## config.mk

```make
export PLATFORM = sky130hd
export DESIGN_NAME = wheel_drive
export DESIGN_NICKNAME = d
export VERILOG_FILES = /design/src/rtl/wheel_drive.sv
export SDC_FILE = /design/constraint.sdc
export NUM_CORES = 1
export LEC_CHECK = 0
export CAP_MARGIN = 20
export CORE_MARGIN = 2
export CORE_UTILIZATION = 65
export DETAILED_ROUTE_END_ITERATION = 10
export GPL_ROUTABILITY_DRIVEN = 0
export PLACE_DENSITY = 0.95
export SKIP_CTS_REPAIR_TIMING = 1
export SYNTH_ARGS = -nofsm -noshare
export SYNTH_HDL_FRONTEND = slang
export SYNTH_SLANG_ARGS = --single-unit
```

## constraint.sdc

```tcl
create_clock -name CLOCK_50 -period 4.3 [get_ports CLOCK_50]
set_input_delay 0.645 -clock CLOCK_50 [delete_from_list [all_inputs] [get_ports CLOCK_50]]
set_output_delay 0.645 -clock CLOCK_50 [all_outputs]
set_load 0.05 [all_outputs]
```

## src/rtl/wheel_drive.sv

```systemverilog
`default_nettype none
// ============================================================================
// Module      : wheel_drive
// Description : Two-wheel motor driver. Latches per-wheel stop/forward/reverse
//               commands with a target speed and produces PWM + direction per
//               wheel. Duty is slew-limited, wheels brake to zero before any
//               reversal, and a dead-time window separates direction flips.
// Revision    : 1.0 - initial release
// ============================================================================
module wheel_drive #(
  parameter int PWM_BITS    = 8,
  parameter int RAMP_DIV    = 16,
  parameter int DEAD_CYCLES = 8
) (
  input  logic                CLOCK_50,
  input  logic                reset,
  input  logic                cmd_valid,
  output logic                cmd_ready,
  input  logic [1:0]          cmd_l,
  input  logic [1:0]          cmd_r,
  input  logic [PWM_BITS-1:0] speed,
  output logic                pwm_l,
  output logic                pwm_r,
  output logic                dir_l,
  output logic                dir_r,
  output logic [1:0]          state_l,
  output logic [1:0]          state_r
);

  localparam int PRE_W  = (RAMP_DIV > 1) ? $clog2(RAMP_DIV) : 1;
  localparam int DEAD_W = (DEAD_CYCLES > 1) ? $clog2(DEAD_CYCLES) : 1;

  // Counter runs 0 .. 2^PWM_BITS-2 so that a full-scale duty is constant high.
  localparam logic [PWM_BITS-1:0] CNT_LAST  = PWM_BITS'((2 ** PWM_BITS) - 2);
  localparam logic [PRE_W-1:0]    PRE_LAST  = PRE_W'(RAMP_DIV - 1);
  // DEAD is held while the counter walks DEAD_CYCLES-1 down to 0 inclusive.
  localparam logic [DEAD_W-1:0]   DEAD_LOAD = DEAD_W'(DEAD_CYCLES - 1);

  typedef enum logic [1:0] {
    ST_STOP  = 2'b00,
    ST_DRIVE = 2'b01,
    ST_BRAKE = 2'b10,
    ST_DEAD  = 2'b11
  } wheel_state_e;

  // Shared timing
  logic [PWM_BITS-1:0] cnt_q, cnt_d;
  logic [PRE_W-1:0]    pre_q, pre_d;
  logic                tick;

  // Latched command
  logic                cmd_accept;
  logic [1:0]          cmd_q [2];
  logic [1:0]          cmd_d [2];
  logic [PWM_BITS-1:0] speed_q, speed_d;

  // Per-wheel state (index 0 = left, 1 = right)
  wheel_state_e        state_q [2];
  wheel_state_e        state_d [2];
  logic [PWM_BITS-1:0] duty_q  [2];
  logic [PWM_BITS-1:0] duty_d  [2];
  logic                dir_q   [2];
  logic                dir_d   [2];
  logic [DEAD_W-1:0]   dead_q  [2];
  logic [DEAD_W-1:0]   dead_d  [2];
  logic                pwm_q   [2];
  logic                pwm_d   [2];
  logic                same_dir [2];
  logic                opp_dir  [2];

  // New commands are refused while either wheel sits in its dead-time window.
  assign cmd_ready  = (state_q[0] != ST_DEAD) && (state_q[1] != ST_DEAD);
  assign cmd_accept = cmd_valid && cmd_ready;
  assign tick       = (pre_q == PRE_LAST);

  // Free-running PWM counter and ramp prescaler.
  always_comb begin
    cnt_d = (cnt_q == CNT_LAST) ? '0 : cnt_q + 1'b1;
    pre_d = (pre_q == PRE_LAST) ? '0 : pre_q + 1'b1;
  end

  // Capture both wheel commands and the speed together on a handshake.
  always_comb begin
    cmd_d[0] = cmd_q[0];
    cmd_d[1] = cmd_q[1];
    speed_d  = speed_q;
    if (cmd_accept) begin
      cmd_d[0] = cmd_l;
      cmd_d[1] = cmd_r;
      speed_d  = speed;
    end
  end

  // Compare each latched request against the wheel's present direction.
  always_comb begin
    for (int i = 0; i < 2; i++) begin
      same_dir[i] = ((cmd_q[i] == 2'b01) &&  dir_q[i]) ||
                    ((cmd_q[i] == 2'b10) && !dir_q[i]);
      opp_dir[i]  = ((cmd_q[i] == 2'b01) && !dir_q[i]) ||
                    ((cmd_q[i] == 2'b10) &&  dir_q[i]);
    end
  end

  // Per-wheel next state: ramp in DRIVE, ramp down in BRAKE, flip after DEAD.
  always_comb begin
    for (int i = 0; i < 2; i++) begin
      state_d[i] = state_q[i];
      duty_d[i]  = duty_q[i];
      dir_d[i]   = dir_q[i];
      dead_d[i]  = dead_q[i];
      case (state_q[i])
        ST_STOP: begin
          duty_d[i] = '0;
          if (same_dir[i]) begin
            state_d[i] = ST_DRIVE;
          end else if (opp_dir[i]) begin
            dead_d[i]  = DEAD_LOAD;
            state_d[i] = ST_DEAD;
          end
        end
        ST_DRIVE: begin
          if (!same_dir[i]) begin
            // Stop or reversal: hand over to BRAKE with duty frozen this cycle.
            state_d[i] = ST_BRAKE;
          end else if (tick) begin
            if (duty_q[i] < speed_q) begin
              duty_d[i] = duty_q[i] + 1'b1;
            end else if (duty_q[i] > speed_q) begin
              duty_d[i] = duty_q[i] - 1'b1;
            end
          end
        end
        ST_BRAKE: begin
          if (same_dir[i]) begin
            // Request matches current direction again: resume without dead-time.
            state_d[i] = ST_DRIVE;
          end else if (duty_q[i] == '0) begin
            if (opp_dir[i]) begin
              dead_d[i]  = DEAD_LOAD;
              state_d[i] = ST_DEAD;
            end else begin
              state_d[i] = ST_STOP;
            end
          end else if (tick) begin
            duty_d[i] = duty_q[i] - 1'b1;
          end
        end
        ST_DEAD: begin
          duty_d[i] = '0;
          if (dead_q[i] == '0) begin
            dir_d[i]   = ~dir_q[i];
            state_d[i] = ST_DRIVE;
          end else begin
            dead_d[i] = dead_q[i] - 1'b1;
          end
        end
        default: begin
          state_d[i] = ST_STOP;
          duty_d[i]  = '0;
        end
      endcase
    end
  end

  // PWM compare; only DRIVE and BRAKE may ever drive the motor.
  always_comb begin
    for (int i = 0; i < 2; i++) begin
      pwm_d[i] = ((state_q[i] == ST_DRIVE) || (state_q[i] == ST_BRAKE)) &&
                 (cnt_q < duty_q[i]);
    end
  end

  // State registers with immediate (asynchronous) reset to a safe stop.
  always_ff @(posedge CLOCK_50 or posedge reset) begin
    if (reset) begin
      cnt_q   <= '0;
      pre_q   <= '0;
      speed_q <= '0;
      for (int i = 0; i < 2; i++) begin
        cmd_q[i]   <= 2'b00;
        state_q[i] <= ST_STOP;
        duty_q[i]  <= '0;
        dir_q[i]   <= 1'b1;
        dead_q[i]  <= '0;
        pwm_q[i]   <= 1'b0;
      end
    end else begin
      cnt_q   <= cnt_d;
      pre_q   <= pre_d;
      speed_q <= speed_d;
      for (int i = 0; i < 2; i++) begin
        cmd_q[i]   <= cmd_d[i];
        state_q[i] <= state_d[i];
        duty_q[i]  <= duty_d[i];
        dir_q[i]   <= dir_d[i];
        dead_q[i]  <= dead_d[i];
        pwm_q[i]   <= pwm_d[i];
      end
    end
  end

  assign pwm_l   = pwm_q[0];
  assign pwm_r   = pwm_q[1];
  assign dir_l   = dir_q[0];
  assign dir_r   = dir_q[1];
  assign state_l = state_q[0];
  assign state_r = state_q[1];

endmodule
`default_nettype wire

```

=== Yosys cells after proc, flatten, opt, wreduce, memory -nomap -nowiden ===
Cells that the tools add are included.

* Flip-flop bits (word level): 54
* Input bits: 15
* Output and inout bits: 9
* Logic and storage cells: 155

* Add/sub/neg operators: 8
* $lt $le $gt $ge: 6
* Eq/ne operators: 40
* Muxes and demuxes: 46
* Bitwise logic cells: 2
* Reduce and logical (&&, ||, !) cells: 38

{| class="wikitable"
|+ Operators with widths
! cell !! count
|-
| $mux W8 || 15
|-
| $pmux W8 S3 || 2
|-
| $ne A2 B2 Y1 const B || 22
|-
| $lt A8 B8 Y1 || 4
|-
| $mux W3 || 10
|-
| $mux W2 || 14
|-
| $add A8 B1 Y8 const B || 3
|-
| $ne A3 B3 Y1 const B || 6
|-
| $pmux W3 S3 || 2
|-
| $gt A8 B8 Y1 || 2
|-
| $logic_not A8 Y1 || 2
|-
| $pmux W2 S4 || 2
|-
| $sub A8 B1 Y8 const B || 2
|-
| $eq A2 B2 Y1 const B || 6
|-
| $logic_and A1 B1 Y1 || 12
|-
| $reduce_and A6 Y1 || 2
|-
| $reduce_and A5 Y1 || 2
|-
| $eq A2 B1 Y1 const B || 4
|-
| $eq A8 B8 Y1 const B || 1
|-
| $reduce_and A4 Y1 || 2
|-
| $logic_not A3 Y1 || 2
|-
| $logic_or A1 B1 Y1 || 6
|-
| $reduce_bool A3 Y1 || 2
|-
| $sub A3 B1 Y3 const B || 2
|-
| other kinds (8) || 13
|}

=== Longest topological paths before layout ===
Gate-level depths: netlist (run 1).

* Depth after elaboration: 7
* Mapped depth: 10
* Gate-level depth less buffers: 8

=== Worst setup path before layout (run 1) ===
OpenSTA, ideal clock, no wires.

* Kind: register to register
* Start: reg state_q (netlist bit state_l[1])
* End: reg speed_q[1]
* Library setup time: 0.131 ns
* Arrival time: 2.508 ns
* Data required time: 4.169 ns
* Slack: 1.661 ns
* Stages on the path, launching flop included: 7
* Buffers on the path: 2
* Period minus slack after synthesis: 2.639 ns
* Cell sequence: dfrtp_1 ha_1 nor2_1 and2_1 clkbuf_1 clkbuf_1 o21ai_0

* Longest elaborated chain between the ends: 3

{| class="wikitable"
|+ RTL lines
! item !! RTL line !! source
|-
| from (decl) || 58 || <nowiki>wheel_state_e state_q [2];</nowiki>
|-
| from (signal, indexed assignment) || 193 || <nowiki>state_q[i] <= state_d[i];</nowiki>
|-
| $ne A2 B2 Y1 || 72 || <nowiki>assign cmd_ready = (state_q[0] != ST_DEAD) && (state_q[1] != ST_DEAD);</nowiki>
|-
| $logic_and A1 B1 Y1 || 72 ||
|-
| net cmd_ready || 18 || <nowiki>output logic cmd_ready,</nowiki>
|-
| $logic_and A1 B1 Y1 || 73 || <nowiki>assign cmd_accept = cmd_valid && cmd_ready;</nowiki>
|-
| to (signal assigned) || 190 || <nowiki>speed_q <= speed_d;</nowiki>
|-
| to (decl) || 55 || <nowiki>logic [PWM_BITS-1:0] speed_q, speed_d;</nowiki>
|}

The timed path passes the listed nets, and every way through them passes these cells.
A chain may end at the register's enable or synchronous reset.

=== Worst setup path in the final report (run 1) ===
* Start: reg state_q (netlist bit state_l[1])
* End: out cmd_ready

* Longest elaborated chain between the ends: 2

{| class="wikitable"
|+ RTL lines
! item !! RTL line
|-
| $ne A2 B2 Y1 || 72
|-
| $logic_and A1 B1 Y1 || 72
|-
| to (decl) || 18
|}

No other way between the ends.

==> results.md, run 1 <==
- For this run, the total global-route usage over all layers was measured as 0.299.
- The residual antenna-violating net count after detailed routing is 0.
- The portion of the post-synthesis area used by sequential elements is 0.333.
- The number of buffers on the longest clock path is 2.
- The starting density of the core is 0.679.
- Of the total power, registers draw 0.275.
- The maximum clock rate is 372 MHz.
- The via density per instance is 6.79.
- The die outline height is 83.1 um.
- The clock slew seen by the registers of the worst setup and hold paths is 100 ps.
- The wire-length estimate of the detail-placed layout is 7230 um.
- The post-route fraction of the period consumed by the critical path is 0.625.
- On the critical path, the stage with the largest delay is an instance of clkdlybuf4s50_1.
- The root cell of the clock tree is clkbuf_8.
- Counting flops with an async set or reset pin after synthesis yields a share of 1.00.
- The TritonCTS buffer count is 5.
- The tightest hold path in the finished design has a slack of 474 ps.
- After detailed routing, the average wire length per cell comes to 18.2 um.
- The clock network power share is 0.098.
- TritonCTS built the clock tree.
- The number of antenna violations at the first check in global routing came to 0.
- Summed over all layers, the routed wires come to 9880 um.
- The maximum vdd ir drop is 0.000446 V.
- The number of synthesized flops with an enable pin is 0.
- The design internal power is 1.67 mW.
- The antenna cell count is 0.
- The flow ran to the end, and the final reports show no timing, DRC or antenna violations.
- The final design utilization is 0.744.
- In the post-synthesis netlist, the biggest area contributors are dfrtp_1, ha_1, o21ai_0.
- The leakage power figure is 1.95 nW.
- STA puts the critical path data arrival time at 2040 ps.
- The highest net fanout along the worst path is 8.
- 24 I/O pins were placed.
- The share of post-route cells with drive strength above 1 is 0.0792.
- Synthesis handed over a netlist of 447 instances.
- The region available for standard cell placement spans 0.00599 mm2.
- Of the post-synthesis cell area, the dominant cell type holds 0.320.
- Of the total power, the share spent switching nets is 0.503.
- Setup repair after global routing left no endpoint under its margin.
- The overall die area is 0.00690 mm2.
- The number of port buffers is 23.
- The first global-routing pass estimated 17100 um of wire.
- The number of hold violations in the final report came to 0.
- The clock insertion delay at the later pin of the skew report is 320 ps.
- Relative to the synthesized area, the layout overhead comes to 9.54%.
- In this run the number of H-tree levels came out at 2.
- Dividing total power by cell area gives a power density of 756 mW/mm2.
- The number of nets in the layout is 531.
- In this run the power spent charging and discharging nets is 1.69 mW.
- Setup slack closes at 1610 ps.
- Detailed routing inserted a total of 3680 vias.
- For this run the aggregate overflow at the end of global routing stands at 0.
- The post-synthesis sequential element count is 54.
- The synthesized netlist contains 72 unique library cells.
- By count the netlist is led by dfrtp_1, ha_1, inv_1, nor2_1, o21ai_0.
- The final non-filler cell total is 542.
- The post-synthesis average cell area is 9.10 um2.
- In this run, the number of DRC markers left after iteration 0 of detailed routing was 329.
- Row generation in the floorplan step produced 28 rows.
- For this run, the leading register cell type out of synthesis is dfrtp_1.
- The relative contribution of combinational cells to total power is 0.627.
- The worst setup skew after layout is 12.3 ps.
- After detailed routing, the number of remaining DRC violations is 0.
- The nature of the critical path startpoint is a register.
- The slew of the pin with the lowest slew margin is 730 ps.
- For this run, the slowest stage of the critical path takes 810 ps.
- The pre-antenna-repair detailed-routing pass consisted of 5 iterations.
- The tightest slew margin relative to the limit is 0.512.
- STA classifies the critical path endpoint as a primary output.
- Including well taps, the total number of placed cells is 534.
- The signal on the critical path passes through ha_1, nor2_1, clkdlybuf4s50_1.
- The critical path start-end classification is reg -> out.
- The number of max-slew violations in the final report is 0.
- The path class of the tightest hold or removal check is reg -> reg.
- The final number of setup-violating endpoints is 0.
- The tree built by TritonCTS fans out to 54 sinks.
- The number of nets produced by synthesis is 512.
- The Yosys step of the flow raised 0 warnings.
- The number of global-route vias before repair came to 3702.
- Entering global routing, the biggest net connects 37 pins.
- The area of the mapped netlist is 0.00407 mm2.
- Before CTS, the worst setup slack after placement is 1820 ps.
- Adding up every negative setup slack in the final design gives 0 ps.
- For the worst setup path, the data required time is 3650 ps.
- The max-cap violation count is 0.
- Among all cell types in the netlist, the one instantiated most often is dfrtp_1.
- The x dimension of the die is 83.1 um.
- The time the worst path needs with I/O delays and setup is 2690 ps.
- The biggest area contributor in the post-synthesis netlist is dfrtp_1.
-- critical path, delay by kind of cell (launching register included) --
kind,cells,cell delay [ps]
adder cells (fa/ha/maj),1,300
buffers and inverters,1,810
flip-flops,1,450
AND/OR/NAND/NOR,1,160
-- cell families (layout without fill, tap and decap cells) --
family          after synthesis  count (layout)  share of synthesized area
compound gates              133             133                      0.233
xor+xnor                     11              11                     0.0237
fa+ha+maj                    50              50                      0.154
buf+inv                      53              73                     0.0511
flops                        54              54                      0.333
mux                           9               9                     0.0249
simple gates                137             137                      0.181
-- cells in the final DEF (no fill, tap or decap), types with 7 or more instances in the layout --
master / instances
nor2_1: 31
mux2_2: 7
or3_1: 7
inv_1: 38
ha_1: 50
dfrtp_1: 52
nand3_1: 14
o21ai_0: 30
a31oi_1: 16
a21oi_1: 21
nand2_1: 27
clkbuf_8: 8
clkdlybuf4s50_1: 23
nand2b_1: 7
nor3_1: 7
a21o_1: 7
-- power groups by stage --
stage                     clock, mW  sequential, mW  combinational (mW)
final                         0.331           0.927                2.11
after global routing          0.359           0.952                2.32
after CTS                     0.331           0.911                2.07
after detailed placement          0           0.917                2.04
after global placement            0           0.903                1.92
after floorplan                   0           0.935                1.52
-- registers in the layout, summed over array words and instances (netlist names) --
| signal | cells |
|---|---|
| duty_q | 16 |
| cnt_q | 8 |
| speed_q | 8 |
| dead_q | 6 |
| cmd_q | 4 |
| pre_q | 4 |
| state_l | 2 |
| state_r | 2 |
| dir_l | 1 |
| dir_r | 1 |
| pwm_l | 1 |
| pwm_r | 1 |
-- through the flow --
stage                     cell area, um2  power (mW)
after global placement              4340        2.83
after detailed placement            4340        2.96
after global routing                4450        3.63
after floorplan                     4070        2.46
final                               4450        3.37
after CTS                           4450        3.31
-- final timing paths --
path | to | startpoint | cells past startpoint | slack (ps)
worst min-delay path | dead_q[0] | dead_q[0] | 1 | 470
min in group asynchronous | dead_q[2] | reset | 2 | 630
worst min register to register | dead_q[0] | dead_q[0] | 1 | 470
worst max register to register | duty_q[9] | duty_q[8] | 8 | 1750
worst max-delay path | cmd_ready | state_l[1] | 3 | 1610
max in group asynchronous | dir_l | reset | 3 | 2840
-- metal layers --
metal  routed length [um]  vias up  share of wire  GRT usage
met2                 4700      204           0.48      0.503
met5                    0        -              0          0
met1                 4180     1750           0.42      0.390
met4                  218        0          0.022     0.0924
li1                     -     1685              -          -
met3                  773       41          0.078     0.0557
-- final cells by class --
cell class | count | area (um2)
clock buffers | 8 | 110
well taps | 75 | 93.8
repair buffers | 24 | 238
fillers | 386 | 1540
flip-flops and latches | 54 | 1350
inverters | 41 | 154
multi-input cells | 340 | 2500
Power figures use the tool's default switching activity.
==> run 2: changes to the inputs <==
--- a/config.mk
+++ b/config.mk
@@ -7,10 +7,10 @@
 export LEC_CHECK = 0
 export CAP_MARGIN = 20
 export CORE_MARGIN = 2
-export CORE_UTILIZATION = 65
+export CORE_UTILIZATION = 61
 export DETAILED_ROUTE_END_ITERATION = 10
 export GPL_ROUTABILITY_DRIVEN = 0
-export PLACE_DENSITY = 0.95
+export PLACE_DENSITY = 0.93
 export SKIP_CTS_REPAIR_TIMING = 1
 export SYNTH_ARGS = -nofsm -noshare
 export SYNTH_HDL_FRONTEND = slang
==> constraint.sdc (replaced) <==
create_clock -name CLOCK_50 -period 2.51 [get_ports CLOCK_50]
set_input_delay 0.3765 -clock CLOCK_50 [delete_from_list [all_inputs] [get_ports CLOCK_50]]
set_output_delay 0.3765 -clock CLOCK_50 [all_outputs]
set_load 0.05 [all_outputs]
==> results.md, run 2 (synthesis results as in run 1) <==
- The die outline height is 85.6 um (was 83.1 um).
- The kind of end point of the critical path is a register (was primary output).
- The final number of setup-violating endpoints came to 0 (unchanged).
- The data required time of the worst path is 2760 ps (was 3650 ps).
- The sum of routed wire length over all layers was 10100 um (was 9880 um).
- The starting density of the core was 0.637 (was 0.679).
- The highest net fanout along the worst path is 12 (was 8).
- The number of placed I/O pins is 24 (unchanged).
- The critical path start-end classification is reg -> reg (was reg -> out).
- The leakage power figure is 1.99 nW (was 1.95 nW).
- The residual antenna-violating net count after detailed routing is 0 (unchanged).
- The area of the core was 0.00639 mm2 (was 0.00599 mm2).
- Top flop regs: duty_q: 16 flops, cnt_q: 8 flops, speed_q: 8 flops (unchanged).
- The slack of the worst reg-to-reg path is 100 ps (was 1750 ps).
- The register with the highest flop count was duty_q (unchanged).
- The tightest slew margin relative to the limit came to 0.665 (was 0.512).
- The root cell of the clock tree is clkbuf_8 (unchanged).
- RSZ-0062 raised after global routing: no (unchanged).
- The number of H-tree levels is 2 (unchanged).
- Most frequent cells in the layout: dfrtp_1, ha_1, inv_1, o21ai_0, nor2_1 (was dfrtp_1, ha_1, inv_1, nor2_1, o21ai_0).
- The x dimension of the die was 85.6 um (was 83.1 um).
- Outcome: finished, final reports clean (unchanged).
- The number of cells on the worst reg-to-reg path came to 8 (unchanged).
- The total track usage is 0.284 (was 0.299).
- The number of placement rows is 29 (was 28).
- The TritonCTS buffer count is 5 (unchanged).
- The detailed-placement wirelength estimate came to 7280 um (was 7230 um).
- The worst min-delay path class is in -> async (was reg -> reg).
- The slew of the pin with the lowest slew margin came to 501 ps (was 730 ps).
- The time the worst path needs with I/O delays and setup is 2410 ps.
- The worst setup skew after layout is 11.2 ps (was 12.3 ps).
- The number of hold violations in the final report was 0 (unchanged).
- The critical path startpoint is speed_q[1] (was state_l[1]).
- The clock slew seen by the registers of the worst setup and hold paths is 100 ps (about the same).
- The number of flip-flops under the largest register name came to 16 (unchanged).
- The clock insertion delay at the later pin of the skew report is 320 ps (about the same).
- The reg-to-reg startpoint was speed_q[1] (was duty_q[8]).
- The final worst slack is 99.8 ps (was 1610 ps).
- The number of global-route vias before repair is 3535 (was 3702).
- The pin count of the biggest net entering global routing came to 55 (was 37).
- The TritonCTS clock tree is built (unchanged).
- The first-iteration detailed-routing DRC count is 329 (unchanged).
- The worst setup path endpoint was duty_q[5] (was cmd_ready).
- The power density over the cells was 1310 mW/mm2 (was 756 mW/mm2).
- The leftover overflow at the end of global routing is 0 (unchanged).
- The post-detailed-route wirelength per cell was 18.3 um (was 18.2 um).
- The maximum vdd ir drop is 0.000886 V (was 0.000446 V).
- The number of buffers on the longest clock path is 2 (unchanged).
- The number of port buffers is 23 (unchanged).
- The footprint of the flip-flops and latches came to 0.00135 mm2 (unchanged).
- The number of sinks driven by the clock tree was 54 (unchanged).
- The number of max-slew violations in the final report is 0 (unchanged).
- The detailed-router iteration count before antenna repair is 5 (unchanged).
- The number of nets in the layout came to 539 (was 531).
- The most frequent standard cell in the layout excluding fill and tap cells is dfrtp_1 (unchanged).
- The wire length of the first global-routing pass is 16800 um (was 17100 um).
- The number of fillers in the final layout is 456 (was 386).
- The via density per instance is 6.72 (was 6.79).
- The area growth from synthesis to layout is 11.6% (was 9.54%).
- The overall die area came to 0.00734 mm2 (was 0.00690 mm2).
- The max-cap violation count is 0 (unchanged).
- The post-placement setup slack was 91.8 ps (was 1820 ps).
- The arrival time of data at the critical path endpoint is 2660 ps (was 2040 ps).
- The nature of the critical path startpoint is a register (unchanged).
- Of the available clock period, the critical path in the final layout requires 0.960.
- The antenna cell count is 0 (unchanged).
- The total negative slack for setup checks is 0 ps (unchanged).
- The capture point of the worst reg-to-reg path was duty_q[5] (was duty_q[9]).
- The number of antenna violations at the first check in global routing is 0 (unchanged).
- The multi-input logic area is 0.00251 mm2 (was 0.00250 mm2).
- The number of vias after detailed routing is 3707 (was 3680).
- The share of post-route cells with drive strength above 1 is 0.0989 (was 0.0792).
- For this run, the top clock speed supported by timing is 415 MHz.
- The post-detailed-route DRC marker count is 0 (unchanged).
-- run 2: through the flow --
| stage | cells | total power [mW] | cell area (um2) | hold WS, ps | util |
|---|---|---|---|---|---|
| 6_report | 552 | 5.94 | 4540 | 426 | 0.711 |
| 4_1_cts | 552 | 5.83 | 4530 | 443 | 0.710 |
| 5_1_grt | 552 | 6.37 | 4540 | 457 | 0.711 |
| 2_1_floorplan | 447 | 4.21 | 4070 | 440 | - |
| 3_3_place_gp | 544 | 4.93 | 4420 | 455 | 0.692 |
| 3_5_place_dp | 544 | 5.17 | 4420 | 486 | 0.692 |
-- run 2: how the worst min path moves through the flow --
stage | startpoint | end | slack (ps) | cells after the start
after detailed placement | pre_q[0] | pre_q[0] | 490 | 1
after CTS | reset | cmd_q[0] | 440 | 3
after floorplan | dead_q[0] | dead_q[0] | 440 | 1
final | reset | cmd_q[0] | 430 | 3
after global placement | dead_q[0] | dead_q[0] | 460 | 1
after global routing | reset | cmd_q[1] | 460 | 3
-- run 2: worst max-delay path, stage by stage, from the launching register on --
cell      delay [ps]
dfrtp_1          370
inv_1             80
ha_1             250
nor2b_1          140
o211a_1          220
o21ba_2          290
or4_4            550
a2111o_1         370
o21ai_1           70
-- run 2: power breakdown --
group / internal [mW] / leakage [nW] / switching (mW)
Sequential: 1.17 / 0.651 / 0.335
Clock: 0.298 / 0.0514 / 0.304
Combinational: 1.51 / 1.29 / 2.33
-- run 2: routing by layer --
metal / global-route usage / vias up / part of all wire
met1: 0.360 / 1779 / 0.42
li1: - / 1700 / -
met2: 0.490 / 192 / 0.49
met4: 0.120 / 0 / 0.036
met5: 0 / - / 0
met3: 0.0356 / 36 / 0.061
-- run 2: area by class of cell --
| cell class | instances | area share |
|---|---|---|
| timing repair buffer | 32 | 0.0689 |
| sequential | 54 | 0.298 |
| multi-input combinational | 340 | 0.553 |
| tap | 77 | 0.0212 |
| inverter | 41 | 0.0339 |
| clock inverter | 2 | 0.00827 |
| clock buffer | 6 | 0.0160 |
==> run 3: changes to the inputs <==
--- a/config.mk
+++ b/config.mk
@@ -7,11 +7,13 @@
 export LEC_CHECK = 0
 export CAP_MARGIN = 20
 export CORE_MARGIN = 2
-export CORE_UTILIZATION = 61
+export CORE_UTILIZATION = 65
+export CTS_CLUSTER_DIAMETER = 60
 export DETAILED_ROUTE_END_ITERATION = 10
 export GPL_ROUTABILITY_DRIVEN = 0
-export PLACE_DENSITY = 0.93
+export PLACE_DENSITY = 0.95
 export SKIP_CTS_REPAIR_TIMING = 1
+export SLEW_MARGIN = 25
 export SYNTH_ARGS = -nofsm -noshare
 export SYNTH_HDL_FRONTEND = slang
 export SYNTH_SLANG_ARGS = --single-unit
==> constraint.sdc (replaced) <==
create_clock -name CLOCK_50 -period 3.1 [get_ports CLOCK_50]
set_input_delay 0.465 -clock CLOCK_50 [delete_from_list [all_inputs] [get_ports CLOCK_50]]
set_output_delay 0.465 -clock CLOCK_50 [all_outputs]
set_load 0.05 [all_outputs]
==> results.md, run 3 (synthesis results as in run 1) <==
- The sum of routed wire length over all layers is 9540 um (was 10100 um).
- The reg-to-reg startpoint was duty_q[8] (was speed_q[1]).
- The detailed-router iteration count before antenna repair is 5 (unchanged).
- The wire length of the first global-routing pass is 16300 um (was 16800 um).
- Top flop regs: duty_q: 16 flops, cnt_q: 8 flops, speed_q: 8 flops (unchanged).
- The arrival time of data at the critical path endpoint is 2760 ps (was 2660 ps).
- The maximum clock rate is 391 MHz (was 415 MHz).
- The placed instance count is 535 (was 544).
- The cell class contributing the biggest share of worst-path delay is compound AO/OA/AOI/OAI gates (unchanged).
- The clock insertion delay at the later pin of the skew report came to 310 ps (was 320 ps).
- Critical-path cell list: inv_1, ha_1, nor2b_1, o21ai_0, a21bo_2, a2111oi_0, o21ai_0, o32ai_1 (was inv_1, ha_1, nor2b_1, o211a_1, o21ba_2, or4_4, a2111o_1, o21ai_1).
- The post-detailed-route DRC marker count is 0 (unchanged).
- The number of sinks driven by the clock tree is 54 (unchanged).
- The worst setup skew after layout is 10.2 ps (was 11.2 ps).
- The nature of the critical path startpoint is a register (unchanged).
- The pin count of the biggest net entering global routing is 32 (was 55).
- The register with the highest flop count is duty_q (unchanged).
- The total negative slack for setup checks is 0 ps (unchanged).
- The dominant cell type by count on the critical path is o21ai_0.
- The final non-filler cell total is 542 (was 552).
- The buffer and inverter count on the worst path came to 1 (unchanged).
- The maximum vdd ir drop is 0.000651 V (was 0.000886 V).
- The final number of setup-violating endpoints came to 0 (unchanged).
- The total track usage is 0.284 (about the same).
- The leftover overflow at the end of global routing came to 0 (unchanged).
- The area of the core is 0.00599 mm2 (was 0.00639 mm2).
- The TritonCTS clock tree is built (unchanged).
- Most frequent cells in the layout: dfrtp_1, ha_1, inv_1, nor2_1, o21ai_0 (was dfrtp_1, ha_1, inv_1, o21ai_0, nor2_1).
- The number of antenna violations at the first check in global routing is 0 (unchanged).
- The post-route fraction of the period consumed by the critical path is 0.826 (was 0.960).
- The share of post-route cells with drive strength above 1 is 0.0792 (was 0.0989).
- The number of cells on the worst reg-to-reg path was 8 (unchanged).
- The number of H-tree levels is 2 (unchanged).
- The number of global-route vias before repair is 3534 (was 3535).
- The post-detailed-route wirelength per cell is 17.6 um (was 18.3 um).
- The antenna cell count is 0 (unchanged).
- The most frequent standard cell in the layout excluding fill and tap cells was dfrtp_1 (unchanged).
- The via density per instance is 6.65 (was 6.72).
- The worst min-delay path endpoint is dead_q[0].
- The number of placed I/O pins is 24 (unchanged).
- The capture point of the worst reg-to-reg path was duty_q[11] (was duty_q[5]).
- The detailed-placement wirelength estimate is 7080 um (was 7280 um).
- The overall die area is 0.00690 mm2 (was 0.00734 mm2).
- The root cell of the clock tree was clkbuf_8 (unchanged).
- The largest stage delay on the critical path is 610 ps (was 550 ps).
- The number of vias after detailed routing was 3602 (was 3707).
- The slack of the worst reg-to-reg path was 540 ps (was 100 ps).
- The first-iteration detailed-routing DRC count came to 315 (was 329).
- The data required time of the worst path was 3300 ps (was 2760 ps).
- The max-cap violation count is 0 (unchanged).
- The time the worst path needs with I/O delays and setup is 2560 ps (was 2410 ps).
- The worst min-delay path class is reg -> reg (was in -> async).
- The number of flip-flops under the largest register name is 16 (unchanged).
- The cell at the slowest stage of the critical path is a2111oi_0 (was or4_4).
- The tightest slew margin relative to the limit is 0.570 (was 0.665).
- The number of nets in the layout is 532 (was 539).
- The number of placement rows was 28 (was 29).
- The number of buffers on the longest clock path was 2 (unchanged).
- The TritonCTS buffer count is 5 (unchanged).
- The number of hold violations in the final report is 0 (unchanged).
- The worst min-delay path startpoint is dead_q[0].
- The number of fillers in the final layout came to 413 (was 456).
- The area growth from synthesis to layout was 8.95% (was 11.6%).
- The critical path start-end classification is reg -> reg (unchanged).
- Counting instances, the worst hold path has a depth of 1.
- RSZ-0062 raised after global routing: no (unchanged).
- The die outline height is 83.1 um (was 85.6 um).
- The slew of the pin with the lowest slew margin came to 628 ps (was 501 ps).
- The number of port buffers is 23 (unchanged).
- The highest net fanout along the worst path is 8 (was 12).
- The residual antenna-violating net count after detailed routing is 0 (unchanged).
- The number of max-slew violations in the final report is 0 (unchanged).
- The power density over the cells is 1030 mW/mm2 (was 1310 mW/mm2).
- The clock slew seen by the registers of the worst setup and hold paths is 100 ps (about the same).
- The starting density of the core is 0.679 (was 0.637).
- The leakage power figure is 1.94 nW (was 1.99 nW).
- Outcome: finished, final reports clean (unchanged).
- The kind of end point of the critical path is a register (unchanged).
- The x dimension of the die is 83.1 um (was 85.6 um).
[run 3: worst max-delay path by stage]
| stage | start | endpoint | slack [ps] | depth (start not counted) |
|---|---|---|---|---|
| finish | duty_q[8] | duty_q[11] | 540 | 8 |
| global placement | duty_q[1] | duty_q[5] | 680 | 7 |
| floorplan | state_l[1] | speed_q[1] | 460 | 6 |
| CTS | duty_q[1] | duty_q[5] | 560 | 7 |
| detailed placement | duty_q[1] | duty_q[5] | 570 | 7 |
| global route | duty_q[1] | duty_q[5] | 460 | 7 |
[run 3: metal layers]
metal	routed length (um)	track usage
met5	0	0
met4	285	0.107
met3	655	0.0457
met2	4580	0.474
met1	4020	0.372
[run 3: where the power goes]
part	leakage (nW)	internal, mW	switching [mW]
sequential	0.651	0.946	0.327
clock	0.0438	0.153	0.232
combinational	1.25	1.15	1.77
[run 3: stage by stage]
step / utilization / total power, mW / cell area (um2) / setup WS (ps) / hold WS (ps)
detailed placement: 0.726 / 4.12 / 4350 / 573 / 461
global placement: 0.726 / 3.91 / 4350 / 684 / 454
CTS: 0.740 / 4.53 / 4430 / 555 / 474
finish: 0.740 / 4.58 / 4430 / 541 / 477
global route: 0.740 / 4.92 / 4430 / 457 / 513
floorplan: - / 3.41 / 4070 / 461 / 440
[run 3: area by class of cell]
type | count | area, um2 | area share
inverter | 41 | 154 | 0.0347
tap | 75 | 93.8 | 0.0212
sequential | 54 | 1350 | 0.306
clock inverter | 2 | 10.0 | 0.00226
timing repair buffer | 25 | 245 | 0.0554
clock buffer | 5 | 68.8 | 0.0155
multi-input combinational | 340 | 2500 | 0.565
==> variant (config.mk and constraints of run 2) <==
Register the outputs `pwm_l` and `pwm_r`; this adds one clock of latency there. The other outputs are not delayed to match.
--- a/src/rtl/wheel_drive.sv
+++ b/src/rtl/wheel_drive.sv
@@ -200,6 +200,8 @@
   end
 
-  assign pwm_l   = pwm_q[0];
-  assign pwm_r   = pwm_q[1];
+  always_ff @(posedge CLOCK_50) begin
+    pwm_l <= pwm_q[0];
+    pwm_r <= pwm_q[1];
+  end
   assign dir_l   = dir_q[0];
   assign dir_r   = dir_q[1];
Behaviour: same outputs for any inputs over 10 cycles, from zero or initial values and one cycle with reset high; that may be too few to reach the edited logic, so the function may still have changed.
==> variant against run 2 <==
- power rose by 1.4%
- synthesized area is 0.98% higher
- largest cell class unchanged
- via count is 2.5% lower
- sequential cell count increased by 2
- routed wire length decreased by 2.7%
- worst setup slack worse by 0.0029 ns
- count of clock-buffer cells in the layout rose by 1
- cell area up 1.6%
==> variant: results (changes against run 2) <==
| Metric | Value |
|---|---|
| Gr usage total | `0.280 (-0.00467)` |
| Maximum root-to-sink buffer count | `2 (unchanged)` |
| Drt total wl | `9810 um (-2.7%)` |
| Layout net count | `541 (+0.37%)` |
| WP data arrival | `2.04 ns (-0.62 ns)` |
| Root Buffer | `clkbuf_8` |
| Clk slew on worst S/H paths | `0.11 ns` |
| Clock latency on the worst-skew pair | `0.32 ns (about the same)` |
| Leakage power | `2.01 nW (+1.3%)` |
| Syn_area_per_cell | `9.15 um^2 (+0.53%)` |
| Synth Net Count | `514 (+0.39%)` |
| Maximum VDD drop | `0.516 mV (-42%)` |
| Synth Area in Compound Gates | `0.231 (-0.00227)` |
| Final HPWL DP | `7330 um (+0.77%)` |
| Max FFs per register | `16 (unchanged)` |
| Post-Synth Adder-Cell Area | `0.152 (-0.00150)` |
| Non-Filler Instances | `554 (+0.36%)` |
| Vias per inst | `6.53 (-2.8%)` |
| Post-synth top cells | `52 x dfrtp_1, 50 x ha_1, 39 x inv_1` |
| Share of cells above drive strength 1 | `0.109 (+0.0101)` |
| Status | `finished clean` |
| Area grow syn2layout | `12.3%` |
| Sequential area share after synthesis | `0.339 (+0.00650)` |
| Share of synthesized area spent on multiplexers | `0.0247 (-0.000243)` |
| DR iter-0 viols | `343 (+4.3%)` |
| IO buf count | `23 (unchanged)` |
| Global-route wire length before repair | `16700 um (-0.54%)` |
| Initial antenna violation count | `0 (unchanged)` |
| Min-Delay Path Class | `input pin to asynchronous set/reset pin` |
| Cell Area, Placed | `4460 um^2 (+0.91%)` |
| Number of global-route vias before repair | `3587 (+1.5%)` |
| Largest registers | `duty_q x16, cnt_q x8, speed_q x8` |
| Tightest Pin Transition | `0.520 ns (+0.0196 ns)` |
| Ant. Diodes | `0 (unchanged)` |
| First-pass DRT Iterations | `5 (unchanged)` |
| Synth warn | `0 (unchanged)` |
| H-tree depth | `2 (unchanged)` |
| Synth Area in XOR/XNOR | `0.0235 (-0.000231)` |
| Largest cells by area after synthesis | `dfrtp_1 32%, ha_1 15%, o21ai_0 3.7%` |
| CP max FO | `8 (-4)` |
| CTS Buf Count | `5 (unchanged)` |
| Primary FF master, synth | `dfrtp_1` |
| Post-synthesis async set-or-reset flop share | `0.964 (-0.0357)` |
| Largest net degree at the start of global routing | `47 (-15%)` |
| Synth cell types | `73 (+1.4%)` |
| Skew final | `0.0151 ns (+0.00392 ns)` |
==> variant: worst max-delay path, stage by stage (launching register included) <==
cell             delay [ns]
dfrtp_1                0.45
ha_1                   0.31
nor2_2                 0.15
clkdlybuf4s50_1        0.80
==> variant: final cells by class <==
class	instances	area (um^2)
sequential	56	1400
tap	77	96.3
multi-input combinational	340	2530
clock inverter	1	30.0
clock buffer	7	96.3
inverter	41	154
timing repair buffer	32	310
fill	440	1810
==> variant: cells by family after synthesis <==
kind of cell	Yosys count
mux	9
flops	56
compound gates	133
xor+xnor	11
fa+ha+maj	50
simple gates	137
buf+inv	53
==> variant: metal layers <==
metal	track usage	up-vias	routed length [um]
met1	0.355	1737	4160
met2	0.462	143	4740
met5	0	-	0
li1	-	1708	-
met4	0.117	0	277
met3	0.0597	28	640
==> variant: worst paths after layout <==
check	to	cells past startpoint	start	slack, ns
worst max-delay path	cmd_ready	3	state_l[1]$_DFFE_PP0P_	0.1
worst min-delay path	cmd_q[1]$_DFFE_PP0P_	2	reset	0.27
worst max register to register	duty_q[5]$_DFFE_PP0P_	8	speed_q[1]$_DFFE_PP0P_	0.11
worst min register to register	pwm_l$_DFF_P_	0	pwm_q[1]$_DFF_PP0_	0.35
max in group asynchronous	dir_l$_DFFE_PP1P_	3	reset	1.68
min in group CLOCK_50	pwm_l$_DFF_P_	0	pwm_q[1]$_DFF_PP0_	0.35
==> variant: where the power goes <==
group	switching [mW]	total, mW	internal, mW
combinational	2.30	3.81	1.52
sequential	0.339	1.55	1.22
clock	0.307	0.660	0.353
==> variant: per-stage QoR <==
| step | util | worst slack (ns) |
|---|---|---|
| floorplan | - | 0.116 |
| global placement | 0.695 | 0.148 |
| detailed placement | 0.695 | -0.00575 |
| CTS | 0.714 | -0.0178 |
| global route | 0.718 | 0.00832 |
| finish | 0.718 | 0.0969 |
